===== src/rtl/start_seq_pkg.sv =====
// ============================================================================
// Module : start_seq_pkg
// Brief  : Shared state encoding and defaults for the start/drive sequencer.
// Rev    : 1.0  initial release
// ============================================================================
`default_nettype none

package start_seq_pkg;

    typedef enum logic [1:0] {
        ST_IDLE  = 2'd0,
        ST_START = 2'd1,
        ST_DRIVE = 2'd2,
        ST_GAP   = 2'd3
    } state_e;

    localparam int unsigned GAP_CYCLES_DEFAULT = 2;
    localparam int unsigned GAP_W              = 4;

    // Pointer value 1 means requester 1 was granted last, so requester 0 wins first.
    localparam logic        PTR_RESET          = 1'b1;

endpackage : start_seq_pkg

`default_nettype wire


===== src/rtl/start_seq_arb_rr.sv =====
// ============================================================================
// Module : rr_arb2
// Brief  : Two-requester round-robin selector, purely combinational.
// Rev    : 1.0  initial release
// ============================================================================
`default_nettype none

module rr_arb2 (
    input  logic [1:0] i_req,
    input  logic       i_last,
    output logic [1:0] o_win
);

    always_comb begin
        o_win = 2'b00;
        case (i_req)
            2'b01:   o_win = 2'b01;
            2'b10:   o_win = 2'b10;
            2'b11:   o_win = i_last ? 2'b01 : 2'b10;
            default: o_win = 2'b00;
        endcase
    end

endmodule : rr_arb2

`default_nettype wire


===== src/rtl/start_seq_arb.sv =====
// ============================================================================
// Module : start_seq_arb
// Brief  : Round-robin arbiter issuing a START/DRIVE sequence plus idle gap.
// Rev    : 1.0  initial release
// ============================================================================
`default_nettype none

module start_seq_arb
    import start_seq_pkg::*;
#(
    parameter int unsigned GAP_CYCLES = GAP_CYCLES_DEFAULT,
    parameter int unsigned CNT_W      = 8
) (
    input  logic             clk,
    input  logic             rst,
    input  logic [1:0]       req,
    output logic [1:0]       gnt,
    output logic             start,
    output logic             a,
    output logic             b,
    output logic [1:0]       done,
    output logic             busy,
    output logic [CNT_W-1:0] txn_cnt
);

    // Down-counter is loaded one short so GAP lasts exactly GAP_CYCLES cycles.
    localparam logic [GAP_W-1:0] c_GAP_LOAD =
        (GAP_CYCLES == 0) ? '0 : GAP_W'(GAP_CYCLES - 1);

    state_e             r_state;
    logic [1:0]         r_gnt;
    logic               r_start;
    logic               r_a;
    logic               r_b;
    logic [1:0]         r_done;
    logic               r_busy;
    logic [CNT_W-1:0]   r_txn_cnt;
    logic [GAP_W-1:0]   r_gap;
    logic               r_last;
    logic [1:0]         w_win;

    rr_arb2 u_rr_arb2 (
        .i_req  (req),
        .i_last (r_last),
        .o_win  (w_win)
    );

    always_ff @(posedge clk or negedge rst) begin
        if (!rst) begin
            r_state   <= ST_IDLE;
            r_gnt     <= 2'b00;
            r_start   <= 1'b0;
            r_a       <= 1'b0;
            r_b       <= 1'b0;
            r_done    <= 2'b00;
            r_busy    <= 1'b0;
            r_txn_cnt <= '0;
            r_gap     <= '0;
            r_last    <= PTR_RESET;
        end else begin
            r_start <= 1'b0;
            r_a     <= 1'b0;
            r_b     <= 1'b0;
            r_done  <= 2'b00;
            case (r_state)
                ST_IDLE: begin
                    if (req != 2'b00) begin
                        r_state <= ST_START;
                        r_gnt   <= w_win;
                        r_last  <= w_win[1];
                        r_start <= 1'b1;
                        r_busy  <= 1'b1;
                    end
                end
                ST_START: begin
                    r_state <= ST_DRIVE;
                    r_a     <= 1'b1;
                    r_b     <= 1'b1;
                    r_done  <= r_gnt;
                end
                ST_DRIVE: begin
                    r_gnt     <= 2'b00;
                    r_txn_cnt <= r_txn_cnt + CNT_W'(1);
                    if (GAP_CYCLES == 0) begin
                        r_state <= ST_IDLE;
                        r_busy  <= 1'b0;
                    end else begin
                        r_state <= ST_GAP;
                        r_gap   <= c_GAP_LOAD;
                    end
                end
                ST_GAP: begin
                    if (r_gap == '0) begin
                        r_state <= ST_IDLE;
                        r_busy  <= 1'b0;
                    end else begin
                        r_gap <= r_gap - GAP_W'(1);
                    end
                end
                default: begin
                    r_state <= ST_IDLE;
                    r_gnt   <= 2'b00;
                    r_busy  <= 1'b0;
                end
            endcase
        end
    end

    assign gnt     = r_gnt;
    assign start   = r_start;
    assign a       = r_a;
    assign b       = r_b;
    assign done    = r_done;
    assign busy    = r_busy;
    assign txn_cnt = r_txn_cnt;

endmodule : start_seq_arb

`default_nettype wire


===== config.mk =====
export PLATFORM = sky130hd
export DESIGN_NAME = start_seq_arb
export DESIGN_NICKNAME = d
export VERILOG_FILES = /design/src/rtl/start_seq_pkg.sv /design/src/rtl/start_seq_arb_rr.sv /design/src/rtl/start_seq_arb.sv
export SDC_FILE = /design/constraint.sdc
export NUM_CORES = 1
export LEC_CHECK = 0
export BUFFER_PORTS_ARGS = -buffer_cell sky130_fd_sc_hd__buf_2
export CORE_ASPECT_RATIO = 0.5
export CORE_MARGIN = 5
export CORE_UTILIZATION = 26
export CTS_CLUSTER_SIZE = 28
export DETAILED_ROUTE_END_ITERATION = 10
export SLEW_MARGIN = 20
export SYNTH_ARGS = -nofsm -noshare
export SYNTH_HDL_FRONTEND = slang
export SYNTH_SLANG_ARGS = --single-unit

===== constraint.sdc =====
create_clock -name clk -period 2.1 [get_ports clk]
set_input_delay 0.525 -clock clk [delete_from_list [all_inputs] [get_ports clk]]
set_output_delay 0.525 -clock clk [all_outputs]
set_load 0.02 [all_outputs]

==> metrics.txt <==
first-pass iteration count of the detailed router=6; endpoints failing setup=0; Layout Skew=0.00604 ns; TritonCTS clock tree=built; setup TNS=0 ns; Max IR drop VDD=333 µV; maxcap violations=0; fmax=582 MHz; final slew viol count=0; final wirelength=1880 µm; clock latency on the worst-skew pair=0.26 ns; startpoint types=flop; fraction of registers with async set/reset=100%; Total GRT Usage=8.00%; Place WS=0.390 ns; min Tclk post-route=1.72 ns; Die H=54.9 µm; crit share post-route=81.8%; post-synthesis sequential area ratio=52.7%; Die X=99.8 µm; RSZ-0062 raised after global routing=no; Vias=720; Worst-path clk slew=0.08 ns; Worst Max-Slew Pin Slew=0.505 ns; LEAKAGE=0.600 nW; CTS Buffer Depth=2; # Post-CTS Setup Buffers=0; post_cts resized=0; worst reg-to-reg path cell count=5; largest net degree at the start of global routing=23; CP endpoint kind=flop; Post-Syn Instances=94; syn_nets=105; root buffer cell=clkbuf_8; Pwr Density=1480 mW/mm²; initial antenna violation count=0; crit path max fanout=4; largest area contributor in the netlist=dfrtp_1; vias per cell=4.24; Initial DRC Count=23; layout cells sized above 1=23.3%; final hold vios=0; status=finished, final reports clean; n_diodes=0; Synth Warn #=0; Nets=128; final RePlAce weighted congestion=0.713; number of enable flip-flop cells after synthesis=0; Post-Syn Area=0.00105 mm²; hold crit path type=input pin to asynchronous set/reset pin; Final ANT Viol Nets=0; GRT Residual Overflow=0; # DRC=0; final setup margin=0.382 ns; hold_ws=0.218 ns; initial core utilization=27.0%; layout overhead on the synthesized area=19.5%; leading register cell type out of synthesis=dfrtp_1; WL/cell=11.1 µm; CTS sink cnt=22; dpl hpwl=1380 µm; Critical Path Start=r_gap[0]; I/O pin count=20; reg-to-reg startpoint=r_gap[0]; vias in the first global route=738; Slew headroom=66.3%; Synth top area share=50.2%; mean post-synth cell area=11.1 µm²; kind of critical path=flop to flop; wire length of the first global-routing pass=3370 µm; main area contributors after synthesis=dfrtp_1 (50%), ha_1 (8.4%), xnor2_1 (4.2%), nand2_1 (3.6%), dfstp_2 (2.5%); critical path arrival=1.87 ns; Power Total=1.85 mW; htree depth=1; Synth Register Bits=22; die area=0.00547 mm²; # hold bufs at CTS=0; IO Port Bufs=19; core area=0.00388 mm²; register-to-register setup slack=0.38 ns; Netlist cell types=31; Inserted Clock Buffers=3; Rows=16; reg2reg end=r_state[1]; CP required=2.25 ns; top-count cell post-synth=dfrtp_1; Synth top cells by count=dfrtp_1 (21), nand2_1 (10), ha_1 (7)
metal layers:
metal  part of all wire, %  vias to the layer above  GRT usage, %
met2                    48                       13          14.9
met5                     0                        -             0
met1                    46                      340          8.68
met4                  0.64                        0          2.04
met3                   5.3                        2          3.31
li1                      -                      365             -
stage by stage:
| stage | util [%] | instance area [µm²] | instances |
|---|---|---|---|
| 3_3_place_gp | 31.1 | 1210 | 166 |
| 2_1_floorplan | - | 1050 | 94 |
| 5_1_grt | 32.2 | 1250 | 170 |
| 3_5_place_dp | 31.1 | 1210 | 166 |
| 6_report | 32.2 | 1250 | 170 |
| 4_1_cts | 32.2 | 1250 | 170 |
area by class of cell:
class	instances	area [µm²]
Sequential cell	22	552
Timing Repair Buffer	20	103
Tap cell	54	67.6
Inverter	5	18.8
Multi-Input combinational cell	65	465
Fill cell	405	2630
Clock buffer	4	45.0
state kept, by name (all words and copies together), names as in the netlist:
name / count
r_last: 1
done: 2
r_gap: 4
gnt: 2
r_state: 2
txn_cnt: 8
b: 1
start: 1
busy: 1
placed cells by master (no fill, tap or decap), types with 2 or more instances in the layout:
cell      synthesis  routed
o311ai_0          2       2
o21ai_0           4       4
mux2i_1           2       2
inv_1             5       5
a21oi_1           2       2
nand2_1          10      10
nand2b_1          3       3
nor3_1            2       2
buf_2             0      19
clkbuf_8          0       3
xor2_1            3       3
nor2_1            6       6
ha_1              7       7
xnor2_1           5       5
dfrtp_1          21      21
nand4_1           3       3
and2_1            2       2
a31oi_1           2       2
worst max path at each step:
stage / end
2_1_floorplan: r_state[1]
3_3_place_gp: r_state[1]
3_5_place_dp: r_state[1]
4_1_cts: r_state[1]
5_1_grt: r_state[1]
6_report: r_state[1]
critical path: stages (launching register included):
cell and delay (ns):
dfrtp_1 0.40, inv_1 0.08, ha_1 0.19, or3b_4 0.41, a21oi_2 0.19, mux2_1 0.33
logic make-up (layout without fill, tap and decap cells):
| kind of cell | after synthesis | count (layout) | synth area share, % |
|---|---|---|---|
| buffers and inverters | 7 | 29 | 2.87 |
| adder cells (fa/ha/maj) | 7 | 7 | 8.36 |
| multiplexers | 4 | 4 | 4.06 |
| AO/OA/AOI/OAI | 15 | 15 | 9.80 |
| flip-flops | 22 | 22 | 52.7 |
| AND/OR/NAND/NOR | 31 | 31 | 15.5 |
| XOR/XNOR | 8 | 8 | 6.69 |
report_power, final:
group / internal, mW / switching [mW]
clock: 0.135 / 0.129
sequential: 0.593 / 0.140
combinational: 0.362 / 0.488
total: 1.09 / 0.756
Note: power is estimated with default switching activity, not from simulation.
